<file path="src/rtl/kill_seq_pkg.sv">
// Shared types and default parameters for the kill sequencer.
// Holds the sequencer state enum and a small sizing helper for the hold/vector counter.
package kill_seq_pkg;

  typedef enum logic [1:0] {
    HOLD     = 2'd0,
    WAIT_VEC = 2'd1,
    RUN      = 2'd2
  } state_e;

  localparam int unsigned DEF_HOLD_CYCLES   = 16;
  localparam logic [15:0] DEF_RESET_HANDLER = 16'hFFFE;
  localparam int unsigned DEF_VEC_TIMEOUT   = 64;

  function automatic int unsigned cnt_max(input int unsigned a, input int unsigned b);
    return (a > b) ? a : b;
  endfunction

endpackage

</file>
<file path="src/rtl/sat_cnt8.sv">
// Saturating 8-bit event counter.
// Once q reaches 8'hFF, further increments are ignored; clr has priority over inc.
module sat_cnt8 (
  input  logic       clk,
  input  logic       reset_n,
  input  logic       inc,
  input  logic       clr,
  output logic [7:0] q
);

  always_ff @(posedge clk or negedge reset_n) begin
    if (!reset_n) begin
      q <= '0;
    end else if (clr) begin
      q <= '0;
    end else if (inc && (q != 8'hFF)) begin
      q <= q + 8'd1;
    end
  end

endmodule

</file>
<file path="src/rtl/kill_sequencer.sv">
// Holds the MCU in reset on any security-monitor kill request, then watches for the
// reset-vector fetch; a missing fetch re-enters the hold and raises a sticky timeout flag.
module kill_sequencer
  import kill_seq_pkg::*;
#(
  parameter int unsigned HOLD_CYCLES   = DEF_HOLD_CYCLES,
  parameter logic [15:0] RESET_HANDLER = DEF_RESET_HANDLER,
  parameter int unsigned VEC_TIMEOUT   = DEF_VEC_TIMEOUT
) (
  input  logic        clk,
  input  logic        reset_n,
  input  logic [15:0] pc,
  input  logic [3:0]  kill_req,
  input  logic        cause_clr,
  output logic        core_rst,
  output logic [3:0]  cause,
  output logic [7:0]  kill_cnt,
  output logic        vec_timeout,
  output logic        boot_ok
);

  localparam int unsigned CNT_MAX = cnt_max(HOLD_CYCLES, VEC_TIMEOUT);
  localparam int unsigned CNT_W   = (CNT_MAX > 1) ? $clog2(CNT_MAX) : 1;
  localparam logic [CNT_W-1:0] HOLD_LAST = CNT_W'(HOLD_CYCLES - 1);
  localparam logic [CNT_W-1:0] VEC_LAST  = CNT_W'(VEC_TIMEOUT - 1);

  state_e           state_q;
  state_e           state_d;
  logic [CNT_W-1:0] cnt_q;
  logic [CNT_W-1:0] cnt_d;
  logic             kill_any;
  logic             episode;
  logic             set_timeout;

  assign kill_any = |kill_req;

  // A kill during HOLD only restarts the hold; it is the same episode, so it is not counted.
  always_comb begin
    state_d     = state_q;
    cnt_d       = cnt_q + CNT_W'(1);
    episode     = 1'b0;
    set_timeout = 1'b0;
    case (state_q)
      HOLD: begin
        if (kill_any) begin
          cnt_d = '0;
        end else if (cnt_q == HOLD_LAST) begin
          state_d = WAIT_VEC;
          cnt_d   = '0;
        end
      end
      WAIT_VEC: begin
        if (kill_any) begin
          state_d = HOLD;
          cnt_d   = '0;
          episode = 1'b1;
        end else if (pc == RESET_HANDLER) begin
          state_d = RUN;
          cnt_d   = '0;
        end else if (cnt_q == VEC_LAST) begin
          state_d     = HOLD;
          cnt_d       = '0;
          set_timeout = 1'b1;
        end
      end
      RUN: begin
        cnt_d = '0;
        if (kill_any) begin
          state_d = HOLD;
          episode = 1'b1;
        end
      end
      default: begin
        state_d = HOLD;
        cnt_d   = '0;
      end
    endcase
  end

  // Outputs are registered from the next state so core_rst rises on the sampling edge.
  always_ff @(posedge clk or negedge reset_n) begin
    if (!reset_n) begin
      state_q     <= HOLD;
      cnt_q       <= '0;
      core_rst    <= 1'b1;
      boot_ok     <= 1'b0;
      cause       <= '0;
      vec_timeout <= 1'b0;
    end else begin
      state_q     <= state_d;
      cnt_q       <= cnt_d;
      core_rst    <= (state_d == HOLD);
      boot_ok     <= (state_d == RUN);
      cause       <= (cause_clr ? 4'b0000 : cause) | kill_req;
      vec_timeout <= set_timeout | (vec_timeout & ~cause_clr);
    end
  end

  sat_cnt8 u_episode_cnt (
    .clk     (clk),
    .reset_n (reset_n),
    .inc     (episode),
    .clr     (1'b0),
    .q       (kill_cnt)
  );

endmodule

</file>
<file path="config.mk">
export PLATFORM = sky130hd
export DESIGN_NAME = kill_sequencer
export DESIGN_NICKNAME = d
export VERILOG_FILES = /design/src/rtl/kill_seq_pkg.sv /design/src/rtl/sat_cnt8.sv /design/src/rtl/kill_sequencer.sv
export SDC_FILE = /design/constraint.sdc
export NUM_CORES = 1
export LEC_CHECK = 0
export BUFFER_PORTS_ARGS = -buffer_cell sky130_fd_sc_hd__buf_2
export CAP_MARGIN = 10
export CORE_ASPECT_RATIO = 0.75
export CORE_MARGIN = 2
export CORE_UTILIZATION = 44
export DETAILED_ROUTE_END_ITERATION = 6
export HOLD_SLACK_MARGIN = 0.06
export PLACE_DENSITY_LB_ADDON = 0.25
export SYNTH_ARGS = -nofsm -noshare
export SYNTH_HDL_FRONTEND = slang
export SYNTH_SLANG_ARGS = --single-unit
</file>
<file path="constraint.sdc">
create_clock -name clk -period 1.52 [get_ports clk]
set_clock_uncertainty 0.05 [all_clocks]
set_input_delay 0.228 -clock clk [delete_from_list [all_inputs] [get_ports clk]]
set_output_delay 0.228 -clock clk [all_outputs]
set_load 0.01 [all_outputs]
</file>
==> results.txt <==
----------------------------------------------------
[Routing]
  Iter 0 DRT Violations ... 83
  Vias per Instance ... 5.29
  Final WL ... 3190 um
  ANT nets after route ... 0
  Via Count ... 1190
  Count of TritonRoute iterations in the first routing pass ... 4
  Post-route DRC ... 0
  Final routed wire length divided by cell count ... 14.2 um

[Worst setup path]
  Critical path class ... flip-flop to flip-flop
  Critical Path AT ... 1840 ps
  Worst R2R Setup Slack ... -150 ps
  Kind of start point of the critical path ... flip-flop
  Register-to-Register Path Depth ... 6
  Worst flop-to-flop path startpoint ... cnt_q[0]
  Launching element of the worst setup path ... cnt_q[0]
  Highest net fanout along the worst path ... 3
  CP required ... 1690 ps
  FF-to-FF End ... state_q[1]
  CP endpoint ... state_q[1]
  Critical Path Sink Type ... flip-flop

[GRT]
  Number of global-route vias before repair ... 1134
  Initial antenna violation count ... 0
  Grt total ovfl ... 0
  Global-route wire length before repair ... 5150 um
  Largest net degree at the start of global routing ... 24
  All-layer global routing usage ... 0.216

[CTS]
  TritonCTS clock tree ... yes
  Clock edge transition at the registers on the reported setup and hold paths ... 130 ps
  Total clock buffers created by CTS ... 3
  Maximum root-to-sink buffer count ... 2
  Clock root cell ... sky130_fd_sc_hd__clkbuf_4
  Depth of the CTS H-tree ... 1
  Sink Count ... 23
  Clock insertion delay at the later pin of the skew report ... 320 ps

[Timing]
  Setup_tns ... -434 ps
  Minimum setup slack in the final design ... -146 ps
  Period utilisation layout ... 1.10
  Slew at the pin closest to its max-slew limit ... 521 ps
  Setup repair after global routing missed its margin ... yes
  Min Tclk post-route ... 1670 ps
  Final setup violating endpoints ... 7
  Worst slew margin ... 0.652
  Max Slew Vio Count ... 0
  Number of failing hold endpoints at the final stage ... 0
  Fmax ... 0.600 GHz

[Logic synthesis]
  Gate count after technology mapping ... 110
  Post-synthesis net count ... 139
  Number of library cell types mapped by synthesis ... 34
  Top-count cell post-synth ... sky130_fd_sc_hd__dfrtp_1
  Commonest cells in the netlist ... sky130_fd_sc_hd__dfrtp_1, sky130_fd_sc_hd__nand2_1, sky130_fd_sc_hd__nand3_1, sky130_fd_sc_hd__nor3_1, sky130_fd_sc_hd__xor2_1
  Portion of the post-synthesis area used by sequential elements ... 0.498
  Cell accounting for the most synthesized area ... sky130_fd_sc_hd__dfrtp_1
  Post-synth top area share ... 0.475
  Synth Area per Inst ... 10.5 um2
  Flip-flop and latch count after synthesis ... 23
  Flip-flop cell with the highest count after synthesis ... sky130_fd_sc_hd__dfrtp_1
  FFs w/ async S/R, synth ... 1.00
  Cell Area, Synth ... 1160 um2
  Warnings, synthesis ... 0
  Leading cell types by total area after synthesis ... sky130_fd_sc_hd__dfrtp_1, sky130_fd_sc_hd__ha_1, sky130_fd_sc_hd__xor2_1, sky130_fd_sc_hd__nand3_1, sky130_fd_sc_hd__nor3_1
  EDFF count, synth ... 0

[Status]
  Outcome ... finished, violations left
  Violations in the final reports ... setup timing

[Floorplan]
  Chip Height ... 48.4 um
  Row count ... 16
  Core outline area ... 2560 um2
  Total Die Area ... 3060 um2
  Number of placed I/O pins ... 38
  Initial cell density of the core ... 0.452
  Die extent in x ... 63.3 um

[Placement]
  Total cell area at the placement stage ... 1650 um2
  Count of input and output buffers ... 37
  Final Wtd Congestion ... 0.916
  DP Wirelength ... 2340 um
  Worst setup slack after placement ... -224 ps

[Finish]
  Multi-input gate area ... 699 um2
  N_diodes ... 0
  Number of fill cells ... 205
  Final Cell Area ... 1860 um2
  Area added between synthesis and finish ... 60.8%
  Fraction of layout instances using a drive strength above 1 ... 0.534
  Sequential cell area ... 577 um2
  Final nets ... 219

[Worst hold path]
  Worst min-delay path category ... input pin to flip-flop

[Job]
  Number of maximum-capacitance constraint violations ... 0

[Pwr]
  Pwr dens ... 801 nW/um2
  Leakage ... 0.933 nW
  IR drop worst, VDD ... 0.687 mV

----------------------------------------------------
-- metrics by stage --
step | hold WS (ps) | total power, mW | instances | utilization
5_1_grt | 136 | 1.60 | 225 | 0.727
3_3_place_gp | 177 | 1.14 | 213 | 0.644
6_report | 134 | 1.49 | 225 | 0.727
2_1_floorplan | -118 | 0.916 | 110 | -
4_1_cts | 127 | 1.48 | 223 | 0.688
3_5_place_dp | 190 | 1.18 | 213 | 0.644
-- critical path: stages (launching register included) --
cell and delay [ps]:
sky130_fd_sc_hd__dfrtp_1 410, sky130_fd_sc_hd__ha_2 210, sky130_fd_sc_hd__nand3_1 100, sky130_fd_sc_hd__o31ai_1 280
sky130_fd_sc_hd__buf_4 190, sky130_fd_sc_hd__a311oi_4 100, sky130_fd_sc_hd__or2_4 240
-- worst min path at each step --
stage / slack (ps) / depth (start not counted) / to / start
floorplan: -120 / 0 / boot_ok / reset_n
global placement: 180 / 1 / cnt_q[4] / reset_n
detailed placement: 190 / 1 / cnt_q[4] / reset_n
CTS: 130 / 3 / cause[2] / kill_req[2]
global route: 140 / 3 / cause[2] / kill_req[2]
finish: 130 / 3 / cause[2] / kill_req[2]
-- cell families after synthesis --
logic type	Yosys count	synth area share
AOI/OAI and AO/OA	19	0.125
xor gates and xnor gates	11	0.0832
adders and majority gates	6	0.0648
buffers and inverters	6	0.0205
DFF	23	0.498
muxes	1	0.00972
and+or+nand+nor	44	0.199
-- layer usage --
layer / GRT usage / wire (um) / vias up
met5: 0 / 0 / -
met4: 0.0688 / 80 / 0
met3: 0.0419 / 205 / 13
met2: 0.360 / 1510 / 54
met1: 0.286 / 1390 / 565
li1: - / - / 558
-- sequential cells by signal (all words and copies together) (netlist names) --
name / cells
core_rst: 1
vec_timeout: 1
state_q: 2
cause: 4
u_episode_cnt.q: 8
cnt_q: 6
boot_ok: 1
-- cells in the final DEF, fill, tap and decap left out, types with 2 or more instances in the layout --
cell,count
sky130_fd_sc_hd__a21o_1,4
sky130_fd_sc_hd__a21oi_2,2
sky130_fd_sc_hd__buf_2,37
sky130_fd_sc_hd__buf_4,35
sky130_fd_sc_hd__clkbuf_4,3
sky130_fd_sc_hd__dfrtp_1,22
sky130_fd_sc_hd__dlygate4sd3_1,4
sky130_fd_sc_hd__ha_1,3
sky130_fd_sc_hd__ha_4,2
sky130_fd_sc_hd__inv_1,4
sky130_fd_sc_hd__nand2_1,9
sky130_fd_sc_hd__nand3_1,5
sky130_fd_sc_hd__nand4_1,5
sky130_fd_sc_hd__nor2_1,5
sky130_fd_sc_hd__nor3_1,2
sky130_fd_sc_hd__nor3_2,5
sky130_fd_sc_hd__or4_1,2
sky130_fd_sc_hd__xnor2_1,4
sky130_fd_sc_hd__xor2_1,7
-- timing repair --
action / 4_1_cts / 5_1_grt
resized for setup: 5 / 17
hold endpoints to repair: 25 / 0
buffers inserted: 2 / 2
pin swaps: 3 / 8
setup endpoints to repair: 4 / 13
cloned: 0 / 0
hold buffers: 4 / 0
-- report_power, final --
group	total [mW]	leakage, nW	switching (mW)	internal, mW
Clock	0.291	0.0177	0.192	0.0987
Sequential	0.725	0.298	0.0494	0.675
Combinational	0.476	0.617	0.221	0.255
-- area by class of cell --
class                           instances  area share
Timing Repair Buffer                   77       0.268
Clock inverter                          1     0.00269
Clock buffer                            3      0.0121
Tap cell                               36      0.0242
Sequential cell                        23       0.310
Multi-Input combinational cell         81       0.375
Inverter                                4     0.00806
(Power assumes the default switching activity.)
